$ cat src/rtl/caf_stimulus_master_if.sv
// Sample (master->CAF) and result (CAF->master) stream channels of the CAF stimulus master.
// The master modport is the stimulus side; the slave modport is the CAF core side.
interface caf_stimulus_master_if;
  logic [31:0] m_axis_tdata;
  logic        m_axis_tvalid;
  logic        s_axis_tready;
  logic [31:0] s_axis_tdata;
  logic        s_axis_tvalid;
  logic        m_axis_tready;

  modport master (
    output m_axis_tdata,
    output m_axis_tvalid,
    output m_axis_tready,
    input  s_axis_tready,
    input  s_axis_tdata,
    input  s_axis_tvalid
  );

  modport slave (
    input  m_axis_tdata,
    input  m_axis_tvalid,
    input  m_axis_tready,
    output s_axis_tready,
    output s_axis_tdata,
    output s_axis_tvalid
  );
endinterface

$ cat src/rtl/caf_stimulus_master.sv
// Streams a RAM-held capture into the CAF core, then captures and reports its {index, freq} result.
// First sample valid one cycle after start; 1 sample/cycle; data held while s_axis_tready is low.
module caf_stimulus_master #(
  parameter int SAMPLE_BITS = 16,
  parameter int LENGTH      = 32,
  parameter int ADDR_BITS   = 5,
  parameter int FREQ_BITS   = 3,
  parameter int INDEX_BITS  = 5,
  parameter int TIMEOUT     = 4096
) (
  input  logic                   clk,
  input  logic                   rst,
  input  logic                   wr_en,
  input  logic [ADDR_BITS-1:0]   wr_addr,
  input  logic [SAMPLE_BITS-1:0] wr_data,
  input  logic                   start,
  caf_stimulus_master_if.master  axis,
  output logic                   busy,
  output logic                   done,
  output logic                   error,
  output logic [INDEX_BITS-1:0]  res_index,
  output logic [FREQ_BITS-1:0]   res_freq,
  output logic [31:0]            res_cycles
);

  localparam int WAIT_BITS = $clog2(TIMEOUT + 1);
  localparam logic [ADDR_BITS-1:0] LAST_PTR  = ADDR_BITS'(LENGTH - 1);
  localparam logic [WAIT_BITS-1:0] WAIT_LAST = WAIT_BITS'(TIMEOUT - 1);

  typedef enum logic [2:0] {
    ST_IDLE,
    ST_SEND,
    ST_WAIT,
    ST_DONE,
    ST_ERROR
  } state_t;

  state_t                 state_q, state_d;
  logic [ADDR_BITS-1:0]   rd_ptr_q, rd_ptr_d;
  logic [SAMPLE_BITS-1:0] data_q, data_d;
  logic [31:0]            cnt_q, cnt_d;
  logic [WAIT_BITS-1:0]   wait_q, wait_d;
  logic                   error_q, error_d;
  logic [INDEX_BITS-1:0]  res_index_q, res_index_d;
  logic [FREQ_BITS-1:0]   res_freq_q, res_freq_d;
  logic [31:0]            res_cycles_q, res_cycles_d;

  logic [SAMPLE_BITS-1:0] mem [LENGTH];

  logic                   wr_ok;
  logic                   xfer;
  logic                   res_acc;
  logic                   load;
  logic [ADDR_BITS-1:0]   rd_addr;
  logic [31:0]            cnt_inc;
  logic                   unused_res_hi;

  always_comb begin
    wr_ok   = wr_en && (state_q == ST_IDLE || state_q == ST_DONE);
    xfer    = (state_q == ST_SEND) && axis.s_axis_tready;
    res_acc = (state_q == ST_WAIT) && axis.s_axis_tvalid;
    cnt_inc = (&cnt_q) ? cnt_q : cnt_q + 32'd1;
  end

  // Bits above the result fields are ignored.
  assign unused_res_hi = ^(axis.s_axis_tdata >> (FREQ_BITS + INDEX_BITS));

  always_comb begin
    state_d      = state_q;
    rd_ptr_d     = rd_ptr_q;
    data_d       = data_q;
    cnt_d        = cnt_q;
    wait_d       = wait_q;
    error_d      = error_q;
    res_index_d  = res_index_q;
    res_freq_d   = res_freq_q;
    res_cycles_d = res_cycles_q;
    load         = 1'b0;
    rd_addr      = '0;

    unique case (state_q)
      ST_IDLE: begin
        if (start) begin
          state_d  = ST_SEND;
          rd_ptr_d = '0;
          cnt_d    = '0;
          error_d  = 1'b0;
          load     = 1'b1;
          rd_addr  = '0;
        end
      end
      ST_SEND: begin
        cnt_d  = cnt_inc;
        wait_d = '0;
        if (xfer) begin
          if (rd_ptr_q == LAST_PTR) begin
            state_d = ST_WAIT;
          end else begin
            // Fetch the next sample on the accepting edge so beats can go back to back.
            rd_ptr_d = rd_ptr_q + 1'b1;
            load     = 1'b1;
            rd_addr  = rd_ptr_q + 1'b1;
          end
        end
      end
      ST_WAIT: begin
        cnt_d = cnt_inc;
        if (res_acc) begin
          res_index_d  = axis.s_axis_tdata[FREQ_BITS +: INDEX_BITS];
          res_freq_d   = axis.s_axis_tdata[FREQ_BITS-1:0];
          res_cycles_d = cnt_inc;
          state_d      = ST_DONE;
        end else if (wait_q == WAIT_LAST) begin
          error_d = 1'b1;
          state_d = ST_ERROR;
        end else begin
          wait_d = wait_q + 1'b1;
        end
      end
      ST_DONE:  state_d = ST_IDLE;
      ST_ERROR: state_d = ST_IDLE;
      default:  state_d = ST_IDLE;
    endcase

    // A write landing on the same cycle as the first fetch is forwarded.
    if (load) begin
      data_d = (wr_ok && (wr_addr == rd_addr)) ? wr_data : mem[rd_addr];
    end
  end

  always_ff @(posedge clk) begin
    if (wr_ok) begin
      mem[wr_addr] <= wr_data;
    end
  end

  always_ff @(posedge clk) begin
    if (rst) begin
      state_q      <= ST_IDLE;
      rd_ptr_q     <= '0;
      data_q       <= '0;
      cnt_q        <= '0;
      wait_q       <= '0;
      error_q      <= 1'b0;
      res_index_q  <= '0;
      res_freq_q   <= '0;
      res_cycles_q <= '0;
    end else begin
      state_q      <= state_d;
      rd_ptr_q     <= rd_ptr_d;
      data_q       <= data_d;
      cnt_q        <= cnt_d;
      wait_q       <= wait_d;
      error_q      <= error_d;
      res_index_q  <= res_index_d;
      res_freq_q   <= res_freq_d;
      res_cycles_q <= res_cycles_d;
    end
  end

  assign axis.m_axis_tdata  = 32'(data_q);
  assign axis.m_axis_tvalid = (state_q == ST_SEND);
  assign axis.m_axis_tready = (state_q == ST_WAIT);
  assign busy               = (state_q == ST_SEND) || (state_q == ST_WAIT);
  assign done               = (state_q == ST_DONE);
  assign error              = error_q;
  assign res_index          = res_index_q;
  assign res_freq           = res_freq_q;
  assign res_cycles         = res_cycles_q;

endmodule
$ cat src/flat_wrapper.sv
// flat-port wrapper written by rule: the top's interface ports become plain ports
module caf_stimulus_master_flat 
#(
  parameter int SAMPLE_BITS = 16,
  parameter int LENGTH      = 32,
  parameter int ADDR_BITS   = 5,
  parameter int FREQ_BITS   = 3,
  parameter int INDEX_BITS  = 5,
  parameter int TIMEOUT     = 4096
)
  (clk, rst, wr_en, wr_addr, wr_data, start, busy, done, error, res_index, res_freq, res_cycles, axis_m_axis_tdata, axis_m_axis_tvalid, axis_m_axis_tready, axis_s_axis_tready, axis_s_axis_tdata, axis_s_axis_tvalid);
  caf_stimulus_master_if axis_i ();
  input  logic clk;
  input  logic rst;
  input  logic wr_en;
  input  logic [ADDR_BITS-1:0] wr_addr;
  input  logic [SAMPLE_BITS-1:0] wr_data;
  input  logic start;
  output logic busy;
  output logic done;
  output logic error;
  output logic [INDEX_BITS-1:0] res_index;
  output logic [FREQ_BITS-1:0] res_freq;
  output logic [31:0] res_cycles;
  output wire logic [$bits(axis_i.m_axis_tdata)-1:0] axis_m_axis_tdata;
  output wire logic [$bits(axis_i.m_axis_tvalid)-1:0] axis_m_axis_tvalid;
  output wire logic [$bits(axis_i.m_axis_tready)-1:0] axis_m_axis_tready;
  input wire logic [$bits(axis_i.s_axis_tready)-1:0] axis_s_axis_tready;
  input wire logic [$bits(axis_i.s_axis_tdata)-1:0] axis_s_axis_tdata;
  input wire logic [$bits(axis_i.s_axis_tvalid)-1:0] axis_s_axis_tvalid;
  assign axis_m_axis_tdata = axis_i.m_axis_tdata;
  assign axis_m_axis_tvalid = axis_i.m_axis_tvalid;
  assign axis_m_axis_tready = axis_i.m_axis_tready;
  assign axis_i.s_axis_tready = axis_s_axis_tready;
  assign axis_i.s_axis_tdata = axis_s_axis_tdata;
  assign axis_i.s_axis_tvalid = axis_s_axis_tvalid;
  caf_stimulus_master #(.SAMPLE_BITS(SAMPLE_BITS), .LENGTH(LENGTH), .ADDR_BITS(ADDR_BITS), .FREQ_BITS(FREQ_BITS), .INDEX_BITS(INDEX_BITS), .TIMEOUT(TIMEOUT)) u_core (.clk(clk), .rst(rst), .wr_en(wr_en), .wr_addr(wr_addr), .wr_data(wr_data), .start(start), .axis(axis_i), .busy(busy), .done(done), .error(error), .res_index(res_index), .res_freq(res_freq), .res_cycles(res_cycles));
endmodule
$ cat config.mk
export PLATFORM = sky130hd
export DESIGN_NAME = caf_stimulus_master_flat
export DESIGN_NICKNAME = d
export VERILOG_FILES = /design/src/rtl/caf_stimulus_master_if.sv /design/src/rtl/caf_stimulus_master.sv /design/src/flat_wrapper.sv
export SDC_FILE = /design/constraint.sdc
export NUM_CORES = 1
export LEC_CHECK = 0
export BUFFER_PORTS_ARGS = -buffer_cell sky130_fd_sc_hd__buf_4
export CORE_ASPECT_RATIO = 0.9
export CORE_MARGIN = 2
export CORE_UTILIZATION = 60
export CTS_BUF_LIST = sky130_fd_sc_hd__clkbuf_8
export DETAILED_ROUTE_END_ITERATION = 16
export PLACE_DENSITY = 0.77
export SLEW_MARGIN = 20
export SYNTH_ARGS = -nofsm -noshare
export SYNTH_HDL_FRONTEND = slang
export SYNTH_SLANG_ARGS = --single-unit
export TNS_END_PERCENT = 10
$ cat constraint.sdc
create_clock -name clk -period 4.9 [get_ports clk]
set_clock_uncertainty 0.2 [all_clocks]
set_input_delay 0.49 -clock clk [delete_from_list [all_inputs] [get_ports clk]]
set_output_delay 0.49 -clock clk [all_outputs]
set_load 0.03 [all_outputs]
==> results of run 1 <==
worst paths after layout:
check | from | end | slack (ps) | cells past startpoint
worst max register to register | u_core.rd_ptr_q[1] | u_core.data_q[1] | 560 | 11
worst min register to register | u_core.res_freq[1] | u_core.res_freq[1] | 260 | 2
worst min-delay path | wr_data[13] | u_core.mem[26][13] | 50 | 1
worst max-delay path | u_core.rd_ptr_q[1] | u_core.data_q[1] | 560 | 11
worst register-to-register path, stage by stage, from the launching register on:
cell and delay (ps):
dfxtp_1 360, ha_1 300, and3_1 200, ha_1 210, nand2b_2 370, buf_4 690, o21ai_0 160, and3_1 220
a2111oi_0 950, a31oi_1 130, and4_1 270, o32ai_1 200
stage by stage:
stage                     total power (W)  hold WS, ps
after floorplan                  0.007643        240.0
after global placement           0.008398        242.7
after detailed placement         0.008472        253.0
after CTS                         0.01263        1.345
after global routing              0.01309        24.06
final                             0.01263        48.25
synthesized netlist by cell type, drive strengths merged (37+ instances only):
| master | count | area (sq um) |
|---|---|---|
| nand3 | 96 | 480.5 |
| a31oi | 43 | 269.0 |
| edfxtp | 512 | 15370 |
| a211oi | 58 | 435.4 |
| nand2 | 284 | 1069 |
| clkbuf | 95 | 356.6 |
| buf | 72 | 450.4 |
| or3 | 37 | 231.5 |
| dfxtp | 110 | 2202 |
| a21oi | 56 | 280.3 |
| nor2 | 164 | 630.6 |
| nor3 | 66 | 340.3 |
| o21ai | 92 | 460.4 |
per-layer routing:
metal | global-route usage (%) | vias up | part of all wire, %
li1 | - | 8202 | -
met1 | 41.86 | 8929 | 39
met2 | 46.60 | 1282 | 46
met3 | 7.055 | 178 | 12
met4 | 11.17 | 2 | 2.9
met5 | 0 | - | 0.019
power groups by stage:
stage | combinational, W | clock, W | sequential (W)
after floorplan | 0.00139 | 0 | 0.00625
after global placement | 0.00229 | 0 | 0.00611
after detailed placement | 0.00235 | 0 | 0.00612
after CTS | 0.00238 | 0.00424 | 0.00601
after global routing | 0.00258 | 0.00448 | 0.00603
final | 0.00241 | 0.00420 | 0.00602
registers in the layout, indices dropped and copies added, names as in the netlist:
name	cells
u_core.mem	512
u_core.cnt_q	32
u_core.res_cycles	32
u_core.data_q	16
u_core.wait_q	13
u_core.rd_ptr_q	5
u_core.res_index	5
u_core.res_freq	3
u_core.state_q	3
u_core.error	1
cells by family after synthesis:
| family | Yosys count | share of synthesized area (%) |
|---|---|---|
| DFF | 622 | 67.91 |
| other | 1 | 0.01449 |
| muxes | 27 | 1.073 |
| buffers and inverters | 176 | 3.249 |
| xor gates and xnor gates | 45 | 1.523 |
| AOI/OAI and AO/OA | 462 | 12.41 |
| and+or+nand+nor | 746 | 13.63 |
| adders and majority gates | 4 | 0.1934 |
final cells by class:
class	count	area (sq um)	area share [%]
Sequential cell	622	17580	60.11
Multi-Input combinational cell	1300	7589	25.95
Clock buffer	108	1486	5.083
Timing Repair Buffer	184	1469	5.023
Tap cell	555	694.4	2.374
Clock inverter	73	395.4	1.352
Inverter	9	33.78	0.1155
cells in the final DEF (no fill, tap or decap), types with 46 or more instances in the layout:
cell type / count
clkbuf_8: 108
nor3_1: 64
a21oi_1: 56
buf_4: 161
nor2_1: 160
edfxtp_1: 512
a211oi_1: 58
dfxtp_1: 109
o21ai_0: 92
nand3_1: 95
nand2_1: 282
inv_1: 46
==> flow_metrics.env, run 1 <==
export IMPL_cts_resized_gates=0
export IMPL_clk_pin_slew_ps=60
export IMPL_hp_class="primary input to register"
export IMPL_fin_util_pct=68.35
export IMPL_start_util_pct=60.49
export IMPL_core_area_sq_um=42790
export IMPL_slowest_stage="a2111oi_0"
export IMPL_syn_avg_cell_area_sq_um=12.43
export IMPL_synth_seq_cells=622
export IMPL_p_int_w=0.008806
export IMPL_yosysSeqAreaShare_pct=67.91
export IMPL_antenna_cells=0
export IMPL_wl_per_cell_um=23.81
export IMPL_drt_initial_drc_count=2474
export IMPL_path_buf_inv=1
export IMPL_crit_family="compound AO/OA/AOI/OAI gates"
export IMPL_synthFlopType="edfxtp_1"
export IMPL_synthCells=2083
export IMPL_maxCapViolations=0
export IMPL_dpl_cell_area_sq_um=27160
export IMPL_relSlewSlack_pct=24.16
export IMPL_die_h_um=201.0
export IMPL_syn_cell_area_sq_um=25880
export IMPL_rsz0062_at_grt="no"
export IMPL_ant_nets=0
export IMPL_grt_pass1_wl_um=102700
export IMPL_path_cells="ha_1 > and3_1 > ha_1 > nand2b_2 > buf_4 > o21ai_0 > and3_1 > a2111oi_0 > a31oi_1 > and4_1 > o32ai_1"
export IMPL_pwr_share_comb_pct=19.1
export IMPL_viasPerCell=6.522
export IMPL_timing_final_crit_period_ps=4340
export IMPL_cts_hold_buf=20
export IMPL_cpPeakStageDelay_ps=950
export IMPL_critPathLaunchType="register"
export IMPL_wl_um=67880
export IMPL_pre_cts_ws_ps=927.1
export IMPL_fin_tns_setup_ps=0
export IMPL_drive_gt1_share_pct=14.24
export IMPL_stdcell_area_sq_um=29250
export IMPL_switching_share_pct=30.29
export IMPL_setup_violations=0
export IMPL_grt_usage_pct=30.07
export IMPL_pin_count=136
export IMPL_syn_to_final_growth_pct=12.99
export IMPL_dp_cells=2650
export IMPL_place_hpwl_um=38890
export IMPL_cts_root_buf="clkbuf_8"
export IMPL_cts_made_buffers=96
export IMPL_synthArstFlopShare_pct=0
export IMPL_crit_required_ps=5300
export IMPL_status="complete, no violations"
export IMPL_cts_setup_buffers=0
export IMPL_worst_slew_pin_transition_ps=1109
export IMPL_cts_tree="yes"
export IMPL_die_w_um=222.9
export IMPL_dieArea_sq_um=44820
export IMPL_overflow=0
export IMPL_synth_distinct_cells=76
export IMPL_fp_row_count=72
export IMPL_cts_sinks=622
export IMPL_final_net_count=2276
export IMPL_vias=18590
export IMPL_irDropWorstVdd_mv=0.4241
export IMPL_clockPowerShare_pct=33.3
export IMPL_power_leakage_nw=9.848
export IMPL_grt_max_degree=86
export IMPL_powerDensity_nw_per_um2=431.9
export IMPL_slew_viol_final=0
export IMPL_place_congestion=0.8636
export IMPL_layout_setup_ws_ps=559.7
export IMPL_crit_type="register to register"
export IMPL_max_freq_mhz=230.4
export IMPL_drt_pre_antenna_iters=6
export IMPL_grt_antenna_before_repair=1
export IMPL_post_route_drc_count=0
export IMPL_ctsLongestPathBuffers=3
export IMPL_cp_arrival_ps=4740
export IMPL_n_fill_cell=2967
export IMPL_p_sw_w=0.003826
export IMPL_synth_warnings=0
export IMPL_io_buffers=95
export IMPL_synth_edff_count=512
export IMPL_hold_violations=0
export IMPL_seqPwrFrac_pct=47.6
export IMPL_clk_latency_ps=700
export IMPL_final_cells=2851
export IMPL_critPathMaxFanout=62
export IMPL_ctsHtreeMaxLevel=3
export IMPL_cp_end_kind="register"
export IMPL_grt_pass1_vias=17790
export IMPL_post_route_period_util_pct=88.58
Note: power is estimated with default switching activity, not from simulation.
==> inputs of run 2 (changes only) <==
--- a/config.mk
+++ b/config.mk
@@ -5,12 +5,15 @@
 export SDC_FILE = /design/constraint.sdc
 export NUM_CORES = 1
 export LEC_CHECK = 0
+export ABC_AREA = 1
 export BUFFER_PORTS_ARGS = -buffer_cell sky130_fd_sc_hd__buf_4
 export CORE_ASPECT_RATIO = 0.9
 export CORE_MARGIN = 2
 export CORE_UTILIZATION = 60
 export CTS_BUF_LIST = sky130_fd_sc_hd__clkbuf_8
+export CTS_CLUSTER_SIZE = 30
 export DETAILED_ROUTE_END_ITERATION = 16
+export GPL_ROUTABILITY_DRIVEN = 0
 export PLACE_DENSITY = 0.77
 export SLEW_MARGIN = 20
 export SYNTH_ARGS = -nofsm -noshare
==> run 2 against run 1 <==
  * Synthesized cell count is 42% higher
  * Clock power is 6.0% lower
  * Sequential cell count stayed put
  * Non-clock buffer count is 21 lower
  * Area after synthesis is 10% higher
  * Worst setup slack better by 420 ps
  * Combinational power is 44% lower
  * Fmax is 11% higher
  * Critical path depth is 2 higher
  * Register-to-register slack better by 420 ps
  * Die area is 9.8% higher
==> flow_metrics.env, run 2 <==
export IMPL_cp_end_kind="register"
export IMPL_cts_resized_gates=0
export IMPL_syn_avg_cell_area_sq_um=9.629
export IMPL_setup_violations=0
export IMPL_path_cells="ha_1 > nand2_1 > nor2_1 > ha_1 > inv_1 > nand2_1 > nor2_4 > buf_4 > nand2_1 > a21oi_4 > nand3_2 > nand3_1 > a21oi_1"
export IMPL_hold_violations=0
export IMPL_status="complete, no violations"
export IMPL_synth_largest_area_cell="edfxtp_1"
export IMPL_layout_setup_ws_ps=981.3
export IMPL_dieArea_sq_um=49230
export IMPL_dpl_cell_area_sq_um=29680
export IMPL_mostFrequentLayoutCell="nand3_1"
export IMPL_place_hpwl_um=41190
export IMPL_critPathLaunchType="register"
export IMPL_crit_family="simple AND/OR/NAND/NOR gates"
export IMPL_grt_antenna_before_repair=2
export IMPL_irDropWorstVdd_mv=0.3924
export IMPL_worst_slew_pin_transition_ps=1222
export IMPL_largest_reg_flops=512
export IMPL_pin_count=136
export IMPL_timing_final_crit_period_ps=3919
export IMPL_fin_util_pct=67.44
export IMPL_powerDensity_nw_per_um2=354.2
export IMPL_grt_pass1_vias=20460
export IMPL_synth_compound_area_share_pct=3.229
export IMPL_synth_distinct_cells=35
export IMPL_stdcell_area_sq_um=31520
export IMPL_syn_cell_area_sq_um=28480
export IMPL_synthArstFlopShare_pct=0
export IMPL_n_fill_cell=3584
export IMPL_cts_sinks=622
export IMPL_final_net_count=3110
export IMPL_cpPeakStageDelay_ps=800
export IMPL_cts_made_buffers=96
export IMPL_crit_required_ps=5280
export IMPL_synth_most_common_cell="nand3_1"
export IMPL_grt_max_degree=224
export IMPL_path_buf_inv=2
export IMPL_drive_gt1_share_pct=10.10
export IMPL_yosysSeqAreaShare_pct=61.71
export IMPL_post_route_drc_count=0
export IMPL_die_h_um=210.7
export IMPL_core_area_sq_um=46730
export IMPL_cts_hold_buf=12
export IMPL_wl_um=73840
export IMPL_synthFlopType="edfxtp_1"
export IMPL_synth_adder_area_share_pct=0.1757
export IMPL_fp_row_count=75
export IMPL_cts_tree="yes"
export IMPL_overflow=0
export IMPL_critPathMaxFanout=70
export IMPL_vias=21700
export IMPL_syn_to_final_growth_pct=10.66
export IMPL_die_w_um=233.7
export IMPL_cts_setup_buffers=0
export IMPL_clk_latency_ps=700
export IMPL_synth_simple_area_share_pct=24.93
export IMPL_fin_tns_setup_ps=0
export IMPL_synthCells=2958
export IMPL_ctsHtreeMaxLevel=3
export IMPL_relSlewSlack_pct=18.53
export IMPL_synth_warnings=0
export IMPL_grt_pass1_wl_um=112800
export IMPL_wl_per_cell_um=19.75
export IMPL_crit_top_cell="nand2_1"
export IMPL_largest_register="u_core.mem"
export IMPL_io_buffers=95
export IMPL_slew_viol_final=0
export IMPL_ctsLongestPathBuffers=3
export IMPL_max_freq_mhz=255.2
export IMPL_cts_root_buf="clkbuf_8"
export IMPL_grt_usage_pct=30.01
export IMPL_hp_class="primary input to register"
export IMPL_crit_type="register to register"
export IMPL_synth_edff_count=512
export IMPL_power_leakage_nw=13.04
export IMPL_pre_cts_ws_ps=1071
export IMPL_slowest_stage="buf_4"
export IMPL_synthTopCellsByArea="edfxtp_1 (54%), nand3_1 (11%), dfxtp_1 (7.7%), inv_1 (6.5%), nand2_1 (6.2%)"
export IMPL_rsz0062_at_grt="no"
export IMPL_post_route_period_util_pct=79.97
export IMPL_yosys_top_cells_count="nand3_1 (648), edfxtp_1 (512), inv_1 (491)"
export IMPL_drt_pre_antenna_iters=6
export IMPL_drt_initial_drc_count=2691
export IMPL_maxCapViolations=0
export IMPL_clk_pin_slew_ps=60
export IMPL_ant_nets=0
export IMPL_synth_mux_area_share_pct=0
export IMPL_yosysTopAreaCellShare_pct=53.98
export IMPL_final_cell_mix="nand3_1 (648), inv_1 (527), edfxtp_1 (512)"
export IMPL_synthXorXnorAreaFrac_pct=0.4305
export IMPL_synth_seq_cells=622
export IMPL_total_power_w=0.01116
export IMPL_start_util_pct=60.95
export IMPL_viasPerCell=5.804
export IMPL_synth_top_family_by_area="simple AND/OR/NAND/NOR gates"
export IMPL_cp_arrival_ps=4300
-- run 2: changes by cell type in the layout (fill, tap and decap cells not counted), moves of 37 or more --
| cell | change |
|---|---|
| a211oi_1 | -58 |
| nand4_1 | +44 |
| nor2_1 | -53 |
| a31oi_1 | -41 |
| inv_1 | +481 |
| nand3_1 | +553 |
| nand2_1 | +191 |
| or3_1 | -37 |
| nand3b_1 | +114 |
-- run 2: final timing paths --
kind / from / to / slack [ps] / depth (start not counted)
setup / recovery: u_core.rd_ptr_q[0] / u_core.data_q[2] / 980 / 13
hold / removal: axis_s_axis_tready / u_core.state_q[2] / 50 / 3
hold reg to reg: u_core.rd_ptr_q[3] / u_core.rd_ptr_q[3] / 270 / 2
setup reg to reg: u_core.rd_ptr_q[0] / u_core.data_q[2] / 980 / 13
-- run 2: per-layer routing --
metal | wire length, um | vias up | global-route usage (%)
met1 | 28670 | 10190 | 40.90
met5 | 0 | - | 0
li1 | - | 10080 | -
met3 | 8541 | 199 | 6.857
met2 | 33570 | 1231 | 46.10
met4 | 3056 | 0 | 13.79
-- run 2: tightest hold or removal path, delay by kind of cell --
kind,cells,cell delay (ps)
AO/OA/AOI/OAI,1,200
buffers and inverters,1,130
AND/OR/NAND/NOR,1,80
-- run 2: layout make-up --
class	count	area (sq um)	area share [%]
sequential	622	17580	55.77
inverter	496	1869	5.931
timing repair buffer	163	1304	4.137
antenna	2	5.005	0.01588
clock inverter	71	335.3	1.064
multi-input combinational	1668	8280	26.27
tap	616	770.7	2.445
clock buffer	100	1376	4.367
-- run 2: per-stage QoR --
step	instances	hold WS, ps
after CTS	3736	0.6911
after floorplan	2973	236.9
final	3738	50.25
after global placement	3553	253.6
after global routing	3736	17.41
after detailed placement	3553	265.9
-- run 2: cells by family (layout without fill, tap and decap cells) --
group / Yosys count / after routing
adder cells (fa/ha/maj): 4 / 4
buffers and inverters: 683 / 830
other: 1 / 18
AO/OA/AOI/OAI: 162 / 162
XOR/XNOR: 14 / 14
flip-flops: 622 / 622
AND/OR/NAND/NOR: 1472 / 1472
-- run 2: where the power goes --
group	internal [W]	switching, W
Combinational	0.000358	0.000995
Sequential	0.00581	0.0000581
Clock	0.00194	0.00201
Total	0.00810	0.00306
